===== config.mk =====
export PLATFORM = sky130hd
export DESIGN_NAME = seq_addsub_flat
export DESIGN_NICKNAME = d
export VERILOG_FILES = /design/src/rtl/seq_addsub_if.sv /design/src/rtl/seq_addsub.sv /design/src/flat_wrapper.sv
export SDC_FILE = /design/constraint.sdc
export NUM_CORES = 1
export LEC_CHECK = 0
export ABC_AREA = 1
export CAP_MARGIN = 10
export CORE_MARGIN = 1
export CORE_UTILIZATION = 57
export DETAILED_ROUTE_END_ITERATION = 10
export PLACE_DENSITY = 0.84
export SETUP_SLACK_MARGIN = 0.4
export SLEW_MARGIN = 20
export SYNTH_ARGS = -nofsm -noshare
export SYNTH_HDL_FRONTEND = slang
export SYNTH_SLANG_ARGS = --single-unit

===== constraint.sdc =====
create_clock -name clk -period 7.3 [get_ports clk]
set_input_delay 1.095 -clock clk [delete_from_list [all_inputs] [get_ports clk]]
set_output_delay 1.095 -clock clk [all_outputs]
set_load 0.02 [all_outputs]

===== src/rtl/seq_addsub_if.sv =====
// Operand/result handshake bundle for seq_addsub: valid/ready on the input
// side, valid/ready plus status on the output side.
interface seq_addsub_if #(
  parameter int WIDTH = 8
);
  logic             in_valid;
  logic             in_ready;
  logic [WIDTH-1:0] a;
  logic [WIDTH-1:0] b;
  logic             mode;
  logic             out_valid;
  logic             out_ready;
  logic [WIDTH-1:0] result;
  logic             sign;
  logic             cout;
  logic             busy;

  modport master (
    output in_valid, a, b, mode, out_ready,
    input  in_ready, out_valid, result, sign, cout, busy
  );

  modport slave (
    input  in_valid, a, b, mode, out_ready,
    output in_ready, out_valid, result, sign, cout, busy
  );
endinterface


===== src/rtl/seq_addsub.sv =====
// Multi-cycle sign-magnitude adder/subtractor reusing one SLICE-bit ripple slice.
// Optional macro ADDSUB_SAT_EN: saturate add results to all ones on carry out.
module seq_addsub #(
  parameter int WIDTH = 8,
  parameter int SLICE = 4
) (
  input  logic         clk,
  input  logic         rst,
  seq_addsub_if.slave  bus
);

  localparam int N     = WIDTH / SLICE;
  localparam int IDX_W = (N > 1) ? $clog2(N) : 1;
  localparam logic [IDX_W-1:0] LAST_IDX = IDX_W'(N - 1);

  if ((WIDTH % SLICE) != 0) begin : g_param_check
    $error("seq_addsub: SLICE must divide WIDTH");
  end

  typedef enum logic [1:0] {
    S_IDLE = 2'd0,
    S_CALC = 2'd1,
    S_NEG  = 2'd2,
    S_DONE = 2'd3
  } state_t;

  state_t           state_q, state_d;
  logic [WIDTH-1:0] a_q, a_d;
  logic [WIDTH-1:0] b_q, b_d;
  logic [WIDTH-1:0] x_q, x_d;
  logic [WIDTH-1:0] result_q, result_d;
  logic             mode_q, mode_d;
  logic             carry_q, carry_d;
  logic             sign_q, sign_d;
  logic             cout_q, cout_d;
  logic [IDX_W-1:0] idx_q, idx_d;
  logic             in_ready_q, in_ready_d;
  logic             out_valid_q, out_valid_d;
  logic             busy_q, busy_d;

  logic [SLICE-1:0] op_a_s;
  logic [SLICE-1:0] op_b_s;
  logic [SLICE:0]   sum_s;
  logic             last_s;
  logic             accept_s;

  function automatic logic [SLICE-1:0] slice_get(input logic [WIDTH-1:0] v,
                                                 input logic [IDX_W-1:0] i);
    logic [WIDTH-1:0] sh;
    sh = v >> (int'(i) * SLICE);
    return sh[SLICE-1:0];
  endfunction

  function automatic logic [WIDTH-1:0] slice_put(input logic [WIDTH-1:0] v,
                                                 input logic [IDX_W-1:0] i,
                                                 input logic [SLICE-1:0] s);
    logic [WIDTH-1:0] mask;
    mask = WIDTH'({SLICE{1'b1}}) << (int'(i) * SLICE);
    return (v & ~mask) | (WIDTH'(s) << (int'(i) * SLICE));
  endfunction

  assign accept_s = bus.in_valid & in_ready_q;
  assign last_s   = (idx_q == LAST_IDX);

  // Shared ripple slice: a + b_eff in CALC, ~x + carry in NEG.
  always_comb begin
    if (state_q == S_NEG) begin
      op_a_s = ~slice_get(x_q, idx_q);
      op_b_s = {SLICE{1'b0}};
    end else begin
      op_a_s = slice_get(a_q, idx_q);
      op_b_s = slice_get(b_q, idx_q);
    end
    sum_s = (SLICE+1)'(op_a_s) + (SLICE+1)'(op_b_s) + (SLICE+1)'(carry_q);
  end

  // State register.
  always_ff @(posedge clk or posedge rst) begin
    if (rst) begin
      state_q <= S_IDLE;
    end else begin
      state_q <= state_d;
    end
  end

  // Next-state logic.
  always_comb begin
    state_d = state_q;
    case (state_q)
      S_IDLE: begin
        if (accept_s) state_d = S_CALC;
        else          state_d = S_IDLE;
      end
      S_CALC: begin
        if (!last_s)                     state_d = S_CALC;
        else if (mode_q && !sum_s[SLICE]) state_d = S_NEG;
        else                             state_d = S_DONE;
      end
      S_NEG: begin
        if (last_s) state_d = S_DONE;
        else        state_d = S_NEG;
      end
      S_DONE: begin
        if (bus.out_ready) state_d = S_IDLE;
        else               state_d = S_DONE;
      end
      default: state_d = S_IDLE;
    endcase
  end

  // Datapath and output next values.
  always_comb begin
    a_d      = a_q;
    b_d      = b_q;
    x_d      = x_q;
    result_d = result_q;
    mode_d   = mode_q;
    carry_d  = carry_q;
    sign_d   = sign_q;
    cout_d   = cout_q;
    idx_d    = idx_q;
    case (state_q)
      S_IDLE: begin
        if (accept_s) begin
          a_d     = bus.a;
          b_d     = bus.mode ? ~bus.b : bus.b;
          mode_d  = bus.mode;
          carry_d = bus.mode;
          idx_d   = {IDX_W{1'b0}};
          x_d     = {WIDTH{1'b0}};
          sign_d  = 1'b0;
          cout_d  = 1'b0;
        end else begin
          idx_d = idx_q;
        end
      end
      S_CALC: begin
        x_d     = slice_put(x_q, idx_q, sum_s[SLICE-1:0]);
        carry_d = sum_s[SLICE];
        idx_d   = idx_q + IDX_W'(1);
        if (last_s) begin
          idx_d = {IDX_W{1'b0}};
          if (!mode_q) begin
            cout_d = sum_s[SLICE];
            sign_d = 1'b0;
`ifdef ADDSUB_SAT_EN
            result_d = sum_s[SLICE] ? {WIDTH{1'b1}} : x_d;
`else
            result_d = x_d;
`endif
          end else if (sum_s[SLICE]) begin
            sign_d   = 1'b0;
            result_d = x_d;
          end else begin
            // a < b: x holds b-a in two's complement form, negate it next pass
            sign_d  = 1'b1;
            carry_d = 1'b1;
          end
        end else begin
          result_d = result_q;
        end
      end
      S_NEG: begin
        x_d     = slice_put(x_q, idx_q, sum_s[SLICE-1:0]);
        carry_d = sum_s[SLICE];
        idx_d   = idx_q + IDX_W'(1);
        if (last_s) begin
          idx_d    = {IDX_W{1'b0}};
          result_d = x_d;
        end else begin
          result_d = result_q;
        end
      end
      S_DONE: begin
        result_d = result_q;
      end
      default: begin
        result_d = result_q;
      end
    endcase
    in_ready_d  = (state_d == S_IDLE);
    out_valid_d = (state_d == S_DONE);
    busy_d      = (state_d == S_CALC) || (state_d == S_NEG);
  end

  // Datapath and output registers.
  always_ff @(posedge clk or posedge rst) begin
    if (rst) begin
      a_q         <= {WIDTH{1'b0}};
      b_q         <= {WIDTH{1'b0}};
      x_q         <= {WIDTH{1'b0}};
      result_q    <= {WIDTH{1'b0}};
      mode_q      <= 1'b0;
      carry_q     <= 1'b0;
      sign_q      <= 1'b0;
      cout_q      <= 1'b0;
      idx_q       <= {IDX_W{1'b0}};
      in_ready_q  <= 1'b1;
      out_valid_q <= 1'b0;
      busy_q      <= 1'b0;
    end else begin
      a_q         <= a_d;
      b_q         <= b_d;
      x_q         <= x_d;
      result_q    <= result_d;
      mode_q      <= mode_d;
      carry_q     <= carry_d;
      sign_q      <= sign_d;
      cout_q      <= cout_d;
      idx_q       <= idx_d;
      in_ready_q  <= in_ready_d;
      out_valid_q <= out_valid_d;
      busy_q      <= busy_d;
    end
  end

  assign bus.in_ready  = in_ready_q;
  assign bus.out_valid = out_valid_q;
  assign bus.result    = result_q;
  assign bus.sign      = sign_q;
  assign bus.cout      = cout_q;
  assign bus.busy      = busy_q;

endmodule


===== src/flat_wrapper.sv =====
// flat-port wrapper written by rule: the top's interface ports become plain ports
module seq_addsub_flat 
#(
  parameter int WIDTH = 8,
  parameter int SLICE = 4
)
  (clk, rst, bus_in_valid, bus_a, bus_b, bus_mode, bus_out_ready, bus_in_ready, bus_out_valid, bus_result, bus_sign, bus_cout, bus_busy);
  seq_addsub_if #(.WIDTH(WIDTH)) bus_i ();
  input  logic clk;
  input  logic rst;
  input wire logic [$bits(bus_i.in_valid)-1:0] bus_in_valid;
  input wire logic [$bits(bus_i.a)-1:0] bus_a;
  input wire logic [$bits(bus_i.b)-1:0] bus_b;
  input wire logic [$bits(bus_i.mode)-1:0] bus_mode;
  input wire logic [$bits(bus_i.out_ready)-1:0] bus_out_ready;
  output wire logic [$bits(bus_i.in_ready)-1:0] bus_in_ready;
  output wire logic [$bits(bus_i.out_valid)-1:0] bus_out_valid;
  output wire logic [$bits(bus_i.result)-1:0] bus_result;
  output wire logic [$bits(bus_i.sign)-1:0] bus_sign;
  output wire logic [$bits(bus_i.cout)-1:0] bus_cout;
  output wire logic [$bits(bus_i.busy)-1:0] bus_busy;
  assign bus_i.in_valid = bus_in_valid;
  assign bus_i.a = bus_a;
  assign bus_i.b = bus_b;
  assign bus_i.mode = bus_mode;
  assign bus_i.out_ready = bus_out_ready;
  assign bus_in_ready = bus_i.in_ready;
  assign bus_out_valid = bus_i.out_valid;
  assign bus_result = bus_i.result;
  assign bus_sign = bus_i.sign;
  assign bus_cout = bus_i.cout;
  assign bus_busy = bus_i.busy;
  seq_addsub #(.WIDTH(WIDTH), .SLICE(SLICE)) u_core (.clk(clk), .rst(rst), .bus(bus_i));
endmodule

==> results of run 1 <==
## power by group
group / switching (W) / internal, W
Clock: 0.0000751 / 0.0000763
Sequential: 0.0000706 / 0.000350
Combinational: 0.000527 / 0.000317
Total: 0.000673 / 0.000743
## cells in the mapped netlist (all sizes together)
master | number | area, sq um
dfstp | 1 | 26.3
nand2 | 90 | 345
nor2 | 14 | 52.6
or2 | 1 | 6.26
fa | 2 | 40.0
inv | 24 | 90.1
dfrtp | 41 | 1030
buf | 9 | 57.6
o22ai | 8 | 50.1
xnor2 | 9 | 78.8
ha | 9 | 113
o21ai | 30 | 165
a31oi | 1 | 6.26
nand3 | 13 | 65.1
clkinv | 1 | 3.75
a21oi | 13 | 65.1
nand4 | 1 | 6.26
clkbuf | 1 | 3.75
a21o | 1 | 7.51
## cells in the final DEF (no fill, tap or decap)
master,synthesis,final
nand2_1,87,87
dfrtp_1,41,41
clkdlybuf4s50_1,0,33
o21ai_0,25,25
inv_1,23,23
nor2_1,14,14
nand3_1,13,13
a21oi_1,13,13
xnor2_1,9,9
ha_1,9,9
o22ai_1,8,8
clkbuf_8,0,6
o21ai_2,4,4
nand2_2,3,3
fa_1,2,2
buf_4,0,2
or2_1,1,1
inv_2,1,1
clkinv_1,1,1
a31oi_1,1,1
o21ai_1,1,1
nand4_1,1,1
a21o_1,1,1
clkbuf_1,1,1
clkinv_2,0,1
dfstp_2,1,1
## path summary, 6_finish.rpt
check                                                    to  depth (start not counted)  slack [ps]
setup / recovery           u_core.bus.result[0]$_DFFE_PP0P_                         12        4190
hold / removal                    u_core.x_q[3]$_DFFE_PP0P_                          2         480
setup reg to reg           u_core.bus.result[0]$_DFFE_PP0P_                         12        4190
hold reg to reg                   u_core.x_q[3]$_DFFE_PP0P_                          2         480
max in group asynchronous     u_core.bus.in_ready$_DFF_PP1_                          3        5700
min in group asynchronous         u_core.b_q[7]$_DFFE_PP0P_                          3        1220
## per-stage QoR
stage	hold slack (ps)	std cells	util [%]	instance area [sq um]
global placement	456	342	69.2	2550
CTS	485	350	71.7	2640
detailed placement	468	342	69.2	2550
global route	496	350	71.7	2640
floorplan	448	269	-	2210
finish	481	350	71.7	2640
## worst reg2reg max path: stages, from the launching register on
cell     delay [ps]
dfrtp_1         600
inv_2           380
nand2_2         150
o22ai_1         150
a21oi_1          80
fa_1            420
fa_1            420
nand2_1          90
nand2_2          60
nand2_2          90
a21o_1          400
nand2_1         140
o21ai_2          80
## registers in the layout (all words and copies together) (netlist names)
signal,count
u_core.bus.busy,1
u_core.b_q,8
u_core.bus.cout,1
u_core.x_q,8
u_core.bus.in_ready,1
u_core.bus.sign,1
u_core.mode_q,1
u_core.bus.out_valid,1
u_core.idx_q,1
u_core.state_q,2
u_core.carry_q,1
u_core.bus.result,8
u_core.a_q,8
## kinds of logic after synthesis
group                    count (synthesis)
AO/OA/AOI/OAI                           53
XOR/XNOR                                 9
adder cells (fa/ha/maj)                 11
buffers and inverters                   35
flip-flops                              42
AND/OR/NAND/NOR                        119
## cell type report
cell class                      instances  share of cell area, %
Sequential cell                        42                   39.8
Tap cell                               48                   2.27
Multi-Input combinational cell        192                   37.9
Timing Repair Buffer                   35                   13.1
Clock inverter                          1                  0.189
Inverter                               25                   3.55
Clock buffer                            7                   3.27
## metal layers
layer	track usage [%]	vias to the layer above
li1	-	927
met1	31.2	844
met2	37.0	47
met3	5.54	13
met4	12.5	0
met5	0	-
==> results.sh, run 1 <==
export IMPL_ys_warnings_count=0
export IMPL_timing_rr_start="u_core.idx_q$_DFFE_PP0P_"
export IMPL_gp_congestion=0.880
export IMPL_antenna_found_initial=0
export IMPL_wl_per_cell_microns=12.5
export IMPL_wl_met1_microns=2000
export IMPL_cts_root_buf="clkbuf_8"
export IMPL_worstSetupStartpoint="u_core.idx_q$_DFFE_PP0P_"
export IMPL_p_per_area_mw_per_mm2=536
export IMPL_grt_pass1_wl_microns=7520
export IMPL_nNetsFinal=333
export IMPL_die_h_microns=64.2
export IMPL_cp_max_fo=21
export IMPL_drt_iter0_drc=106
export IMPL_cts_buffers_inserted=5
export IMPL_dp_hpwl_microns=3240
export IMPL_core_area_sq_mm=0.00369
export IMPL_yosysUniqueCellTypes=24
export IMPL_synth_seq_cells=42
export IMPL_post_place_ws_ps=4240
export IMPL_slowest_delay_ps=600
export IMPL_cts_sinks=42
export IMPL_fp_dieW_microns=64.2
export IMPL_cts_buffer_depth=2
export IMPL_slowest_stage="dfrtp_1"
export IMPL_timing_setup_tns_ps=0
export IMPL_cts_setup_buffers=0
export IMPL_n_antenna_cell=0
export IMPL_hp_class="flop to flop"
export IMPL_cts_tree="done"
export IMPL_drc=0
export IMPL_timing_critical_path_mode_cell="nand2_2"
export IMPL_grt_max_degree=43
export IMPL_synth_seq_area_share_pct=47.6
export IMPL_drive_gt1_share_pct=5.96
export IMPL_wl_met2_microns=2130
export IMPL_top_layer="met4"
export IMPL_grt_usage_pct=23.9
export IMPL_synth_xor_area_share_pct=3.57
export IMPL_path_cells="inv_2, nand2_2, o22ai_1, a21oi_1, fa_1, fa_1, nand2_1, nand2_2, nand2_2, a21o_1, nand2_1, o21ai_2"
export IMPL_crit_type="flop to flop"
export IMPL_dieArea_sq_mm=0.00413
export IMPL_register_area_sq_mm=0.00105
export IMPL_fp_row_count=22
export IMPL_num_vias=1831
export IMPL_ioPinCount=34
export IMPL_io_buffers=33
export IMPL_rsz0062_at_grt="no"
export IMPL_synth_fa_ha_area_share_pct=6.91
export IMPL_drv_slew=0
export IMPL_hold_viol=0
export IMPL_fin_worst_skew_ps=6.76
export IMPL_grt_pass1_vias=1688
export IMPL_clk_latency_ps=290
export IMPL_hold_start="u_core.x_q[3]$_DFFE_PP0P_"
export IMPL_syn2layout_area_growth_pct=19.7
export IMPL_mappedNetlistNets=301
export IMPL_cap_violations=0
export IMPL_h_tree_depth=2
export IMPL_n_fill_cell=321
export IMPL_synth_top_family_by_area="simple AND/OR/NAND/NOR gates"
export IMPL_crit_required_ps=7520
export IMPL_worst_slew_pin_slew_ps=592
export IMPL_fmax_mhz=322
export IMPL_hold_buffers=0
export IMPL_fin_crit_sh_pct=42.6
export IMPL_synth_avg_cell_area_sq_um=8.21
export IMPL_synth_mux_area_share_pct=0
export IMPL_critPathArrivalTime_ps=3330
export IMPL_clk_pin_slew_ps=80
export IMPL_viasPerCell=5.23
export IMPL_vdd_drop_max_v=0.000220
export IMPL_ctsResizeCount=0
export IMPL_multi_input_area_sq_mm=0.00100
export IMPL_yosys_area_share_simple_pct=21.5
export IMPL_synth_compound_area_share_pct=13.3
export IMPL_status="finished, final reports clean"
export IMPL_routed_wl_microns=4390
export IMPL_start_util_pct=59.9
export IMPL_worst_setup_path_end_kind="flop"
export IMPL_synthCells=269
export IMPL_syn_area_sq_mm=0.00221
export IMPL_cp_buffers_inverters=1
export IMPL_finalWorstSetupSlack_ps=4190
export IMPL_ant_nets=0
export IMPL_finalSetupViolations=0
export IMPL_wl_met3_microns=144
export IMPL_dr_pass1_iters=4
export IMPL_grt_overflow_total=0
export IMPL_leakage_nw=1.28
export IMPL_slew_headroom_pct=60.6
export IMPL_critPathTopFamily="adder cells"
export IMPL_finalPower_w=0.00142
export IMPL_cp_start_kind="flop"
export IMPL_fin_crit_ps=3110
No activity file was read; power rests on OpenSTA's default activity.
==> run 2, diff against run 1 <==
--- a/config.mk
+++ b/config.mk
@@ -8,9 +8,9 @@
 export ABC_AREA = 1
 export CAP_MARGIN = 10
 export CORE_MARGIN = 1
-export CORE_UTILIZATION = 57
+export CORE_UTILIZATION = 53
 export DETAILED_ROUTE_END_ITERATION = 10
-export PLACE_DENSITY = 0.84
+export PLACE_DENSITY = 0.79
 export SETUP_SLACK_MARGIN = 0.4
 export SLEW_MARGIN = 20
 export SYNTH_ARGS = -nofsm -noshare
==> constraint.sdc (replaced) <==
create_clock -name clk -period 3.1 [get_ports clk]
set_input_delay 0.465 -clock clk [delete_from_list [all_inputs] [get_ports clk]]
set_output_delay 0.465 -clock clk [all_outputs]
set_load 0.02 [all_outputs]
==> results.sh, run 2 (same netlist as run 1, synthesis figures left out) <==
export IMPL_status="finished, violations left"
export IMPL_cts_sinks=42
export IMPL_fmax_mhz=396
export IMPL_dr_pass1_iters=7
export IMPL_routed_wl_microns=4600
export IMPL_layout_common_cells="nand2_1 (86), dfrtp_1 (40), clkdlybuf4s50_1 (33)"
export IMPL_slew_headroom_pct=62.7
export IMPL_crit_type="flop to flop"
export IMPL_clk_latency_ps=300
export IMPL_gp_congestion=0.868
export IMPL_final_common_cell="nand2_1"
export IMPL_dp_hpwl_microns=3230
export IMPL_r2r_cells=14
export IMPL_cap_violations=0
export IMPL_fin_area_sq_mm=0.00270
export IMPL_grt_overflow_total=0
export IMPL_drv_slew=0
export IMPL_grt_pass1_wl_microns=8070
export IMPL_p_per_area_mw_per_mm2=1270
export IMPL_drt_iter0_drc=146
export IMPL_grt_max_degree=43
export IMPL_hold_path_cell_count=2
export IMPL_n_antenna_cell=0
export IMPL_final_core_utilization_pct=67.4
export IMPL_finalWorstSetupSlack_ps=573
export IMPL_cp_max_fo=5
export IMPL_viasPerCell=5.26
export IMPL_worst_slew_pin_slew_ps=556
export IMPL_core_area_sq_mm=0.00400
export IMPL_leakage_nw=1.29
export IMPL_critPathArrivalTime_ps=2720
export IMPL_drc=2
export IMPL_timing_setup_tns_ps=0
export IMPL_start_util_pct=55.2
export IMPL_io_buffers=33
export IMPL_fp_dieW_microns=66.6
export IMPL_n_fill_cell=336
export IMPL_hold_buffers=0
export IMPL_placed_area_sq_mm=0.00257
export IMPL_post_place_ws_ps=69.5
export IMPL_antenna_found_initial=0
export IMPL_hold_viol=0
export IMPL_num_vias=1861
export IMPL_worst_setup_path_end_kind="flop"
export IMPL_syn2layout_area_growth_pct=22.2
export IMPL_finalPower_w=0.00341
export IMPL_h_tree_depth=2
export IMPL_fin_crit_sh_pct=81.5
export IMPL_finalSetupViolations=0
export IMPL_crit_required_ps=3290
export IMPL_die_h_microns=66.6
export IMPL_drive_gt1_share_pct=9.54
export IMPL_grt_usage_pct=24.2
export IMPL_grt_pass1_vias=1911
export IMPL_vdd_drop_max_v=0.000556
export IMPL_cts_tree="done"
export IMPL_ant_nets=0
export IMPL_cts_buffers_inserted=5
export IMPL_rsz0062_at_grt="no"
export IMPL_dieArea_sq_mm=0.00443
export IMPL_cts_root_buf="clkbuf_8"
export IMPL_fp_row_count=23
export IMPL_fin_crit_ps=2530
export IMPL_cp_start_kind="flop"
export IMPL_wl_per_cell_microns=13.0
export IMPL_hp_class="flop to flop"
export IMPL_cts_buffer_depth=2
export IMPL_violations="design-rule violations"
export IMPL_fin_worst_skew_ps=10.4
export IMPL_nNetsFinal=336
export IMPL_ioPinCount=34
export IMPL_clk_pin_slew_ps=80
-- run 2: area by class of cell --
class / count / area (sq um) / area share [%]
Sequential cell: 42 / 1050 / 39.1
Multi-Input combinational cell: 192 / 1040 / 38.7
Timing Repair Buffer: 38 / 368 / 13.6
Inverter: 25 / 93.8 / 3.48
Clock buffer: 7 / 76.3 / 2.83
Tap cell: 50 / 62.6 / 2.32
-- run 2: path summary, 6_finish.rpt --
path	start	slack, ps	end
max in group asynchronous	rst	2130	u_core.idx_q$_DFFE_PP0P_
setup / recovery	u_core.state_q[0]$_DFF_PP0_	570	u_core.bus.out_valid$_DFF_PP0_
hold / removal	u_core.bus.result[6]$_DFFE_PP0P_	480	u_core.bus.result[6]$_DFFE_PP0P_
min in group asynchronous	rst	590	u_core.bus.busy$_DFF_PP0_
hold reg to reg	u_core.bus.result[6]$_DFFE_PP0P_	480	u_core.bus.result[6]$_DFFE_PP0P_
setup reg to reg	u_core.state_q[0]$_DFF_PP0_	570	u_core.bus.out_valid$_DFF_PP0_
-- run 2: worst max-delay path: stages, from the launching register on --
cell and delay (ps):
dfrtp_1 390, inv_2 70, ha_4 180, buf_4 150, a21oi_2 120, a21oi_1 110, fa_2 360, fa_2 370
nand2_1 80, nand2_2 70, nand3_2 80, nand4_1 80, nand2_1 90, inv_1 60, ha_1 190
-- run 2: stage by stage --
stage                     cells  hold slack (ps)
after floorplan             269              448
after global placement      346              455
after detailed placement    346              458
after CTS                   354              476
after global routing        354              505
final                       354              476
-- run 2: power breakdown --
group	switching, W	leakage (nW)	internal [W]
clock	0.000176	0.0383	0.000155
sequential	0.000155	0.524	0.000826
combinational	0.00129	0.726	0.000809
total	0.00162	1.29	0.00179
-- run 2: metal layers --
| metal | wire [microns] | GRT usage [%] | vias up |
|---|---|---|---|
| met3 | 180 | 5.48 | 7 |
| li1 | - | - | 932 |
| met1 | 2100 | 28.8 | 871 |
| met2 | 2260 | 41.8 | 51 |
| met5 | 0 | 0 | - |
| met4 | 54 | 9.31 | 0 |
-- run 2: what timing repair did --
action                     4_1_cts  5_1_grt
buffers inserted                 1        0
setup endpoints to repair       17       17
resized for setup                4        8
==> run 3, diff against run 2 <==
--- a/config.mk
+++ b/config.mk
@@ -8,9 +8,9 @@
 export ABC_AREA = 1
 export CAP_MARGIN = 10
 export CORE_MARGIN = 1
-export CORE_UTILIZATION = 53
+export CORE_UTILIZATION = 48
 export DETAILED_ROUTE_END_ITERATION = 10
-export PLACE_DENSITY = 0.79
+export PLACE_DENSITY = 0.75
 export SETUP_SLACK_MARGIN = 0.4
 export SLEW_MARGIN = 20
 export SYNTH_ARGS = -nofsm -noshare
==> constraint.sdc (replaced) <==
create_clock -name clk -period 2.22 [get_ports clk]
set_input_delay 0.333 -clock clk [delete_from_list [all_inputs] [get_ports clk]]
set_output_delay 0.333 -clock clk [all_outputs]
set_load 0.02 [all_outputs]
==> results.sh, run 3 (same netlist as run 1, synthesis figures left out) <==
export IMPL_critPathTopFamily="adder cells"
export IMPL_syn2layout_area_growth_pct=44.1
export IMPL_crit_type="flop to flop"
export IMPL_fp_dieW_microns=69.8
export IMPL_n_antenna_cell=0
export IMPL_cts_sinks=42
export IMPL_cp_start_kind="flop"
export IMPL_hold_buffers=0
export IMPL_h_tree_depth=2
export IMPL_drive_gt1_share_pct=27.5
export IMPL_worst_slew_pin_slew_ps=547
export IMPL_grt_max_degree=43
export IMPL_dp_hpwl_microns=3520
export IMPL_worst_setup_path_end_kind="flop"
export IMPL_gp_congestion=0.840
export IMPL_cts_tree="done"
export IMPL_slowest_stage="dfrtp_1"
export IMPL_drv_slew=0
export IMPL_grt_busiest_layer="met2"
export IMPL_fin_worst_skew_ps=6.88
export IMPL_die_h_microns=69.8
export IMPL_gr_usage_met1_pct=29.9
export IMPL_fp_row_count=24
export IMPL_drt_iter0_drc=170
export IMPL_crit_required_ps=2400
export IMPL_path_cells="ha_4, buf_6, a21oi_2, a21oi_2, fa_2, fa_2, nand2_2, nand2_2, nand3_2, nand4_1, nand2_2, ha_1"
export IMPL_status="finished, violations left"
export IMPL_grt_overflow_total=0
export IMPL_violations="negative setup slack"
export IMPL_gr_usage_met3_pct=4.94
export IMPL_fin_area_sq_mm=0.00318
export IMPL_grt_usage_pct=23.3
export IMPL_cts_buffer_depth=2
export IMPL_drc=0
export IMPL_dieArea_sq_mm=0.00488
export IMPL_finalWorstSetupSlack_ps=-207
export IMPL_grt_pass1_vias=2005
export IMPL_hp_class="input pin to async pin"
export IMPL_antenna_found_initial=0
export IMPL_rsz0062_at_grt="yes"
export IMPL_clk_latency_ps=300
export IMPL_fin_crit_sh_pct=109
export IMPL_dr_pass1_iters=4
export IMPL_viasPerCell=5.28
export IMPL_cts_root_buf="clkbuf_8"
export IMPL_io_buffers=33
export IMPL_cp_buffers_inverters=1
export IMPL_ioPinCount=34
export IMPL_cp_max_fo=5
export IMPL_cap_violations=0
export IMPL_grt_use_met2_pct=39.0
export IMPL_finalSetupViolations=17
export IMPL_cts_buffers_inserted=5
export IMPL_hold_viol=0
export IMPL_fin_crit_ps=2430
export IMPL_timing_critical_path_mode_cell="nand2_2"
export IMPL_wl_per_cell_microns=14.8
export IMPL_clk_pin_slew_ps=80
export IMPL_final_common_cell="nand2_1"
export IMPL_ant_nets=0
export IMPL_core_area_sq_mm=0.00438
export IMPL_n_fill_cell=322
export IMPL_routed_wl_microns=5710
export IMPL_placed_area_sq_mm=0.00278
export IMPL_layout_common_cells="nand2_1 (82), dfrtp_1 (41), clkdlybuf4s50_1 (33)"
export IMPL_critPathArrivalTime_ps=2610
export IMPL_num_vias=2038
export IMPL_slew_headroom_pct=63.5
export IMPL_slowest_delay_ps=430
export IMPL_start_util_pct=50.4
export IMPL_fmax_mhz=412
export IMPL_grt_pass1_wl_microns=9090
export IMPL_nNetsFinal=365
[run 3: cell types whose count changed in the layout (fill, tap and decap cells not counted), sizes merged]
cell,change
buf,+28
clkbuf,+1
clkinv,+1
clkinvlp,+1
inv,-1
[run 3: worst paths after layout]
check | endpoint | slack, ps | cells after the start | startpoint
worst min register to register | u_core.bus.result[6]$_DFFE_PP0P_ | 470 | 2 | u_core.bus.result[6]$_DFFE_PP0P_
worst max register to register | u_core.bus.busy$_DFF_PP0_ | -210 | 12 | u_core.state_q[1]$_DFF_PP0_
worst max-delay path | u_core.bus.busy$_DFF_PP0_ | -210 | 12 | u_core.state_q[1]$_DFF_PP0_
max in group asynchronous | u_core.a_q[5]$_DFFE_PP0P_ | 1370 | 3 | rst
worst min-delay path | u_core.state_q[1]$_DFF_PP0_ | 470 | 3 | rst
min in group clk | u_core.bus.result[6]$_DFFE_PP0P_ | 470 | 2 | u_core.bus.result[6]$_DFFE_PP0P_
[run 3: tightest hold or removal path, stage by stage]
cell and delay [ps]:
clkdlybuf4s50_1 390, inv_1 50, buf_4 450
[run 3: through the flow]
| step | utilization [%] | hold slack [ps] | instances | setup WS, ps | TNS (ps) |
|---|---|---|---|---|---|
| after CTS | 68.9 | 478 | 382 | -227 | -2690 |
| after floorplan | - | 443 | 269 | -166 | -1630 |
| after global routing | 72.6 | 503 | 386 | -283 | -3760 |
| after detailed placement | 63.4 | 459 | 370 | -275 | -3290 |
| after global placement | 63.4 | 457 | 370 | -184 | -2210 |
| final | 72.6 | 465 | 386 | -207 | -2400 |
[run 3: routing by layer]
metal | up-vias | part of all wire [%]
li1 | 991 | -
met1 | 962 | 41
met2 | 74 | 52
met3 | 11 | 5.3
met4 | 0 | 1.8
met5 | - | 0
[run 3: cell type report]
class / count / area [sq um] / area share, %
multi-input cells: 192 / 1230 / 38.6
flip-flops and latches: 42 / 1050 / 33.1
repair buffers: 67 / 647 / 20.3
inverters: 25 / 97.6 / 3.07
clock buffers: 7 / 86.3 / 2.71
well taps: 52 / 65.1 / 2.04
clock inverters: 1 / 5.00 / 0.157
[run 3: repair_timing]
item / in CTS / in global routing
pin swaps: 21 / 12
cloned: 0 / 1
resized for setup: 33 / 22
setup buffers: 4 / 3
endpoints found under the setup margin: 23 / 41
Power of run 3 is not shown: default switching activity piles up to over one toggle a cycle in this logic, so the estimate is an artifact.
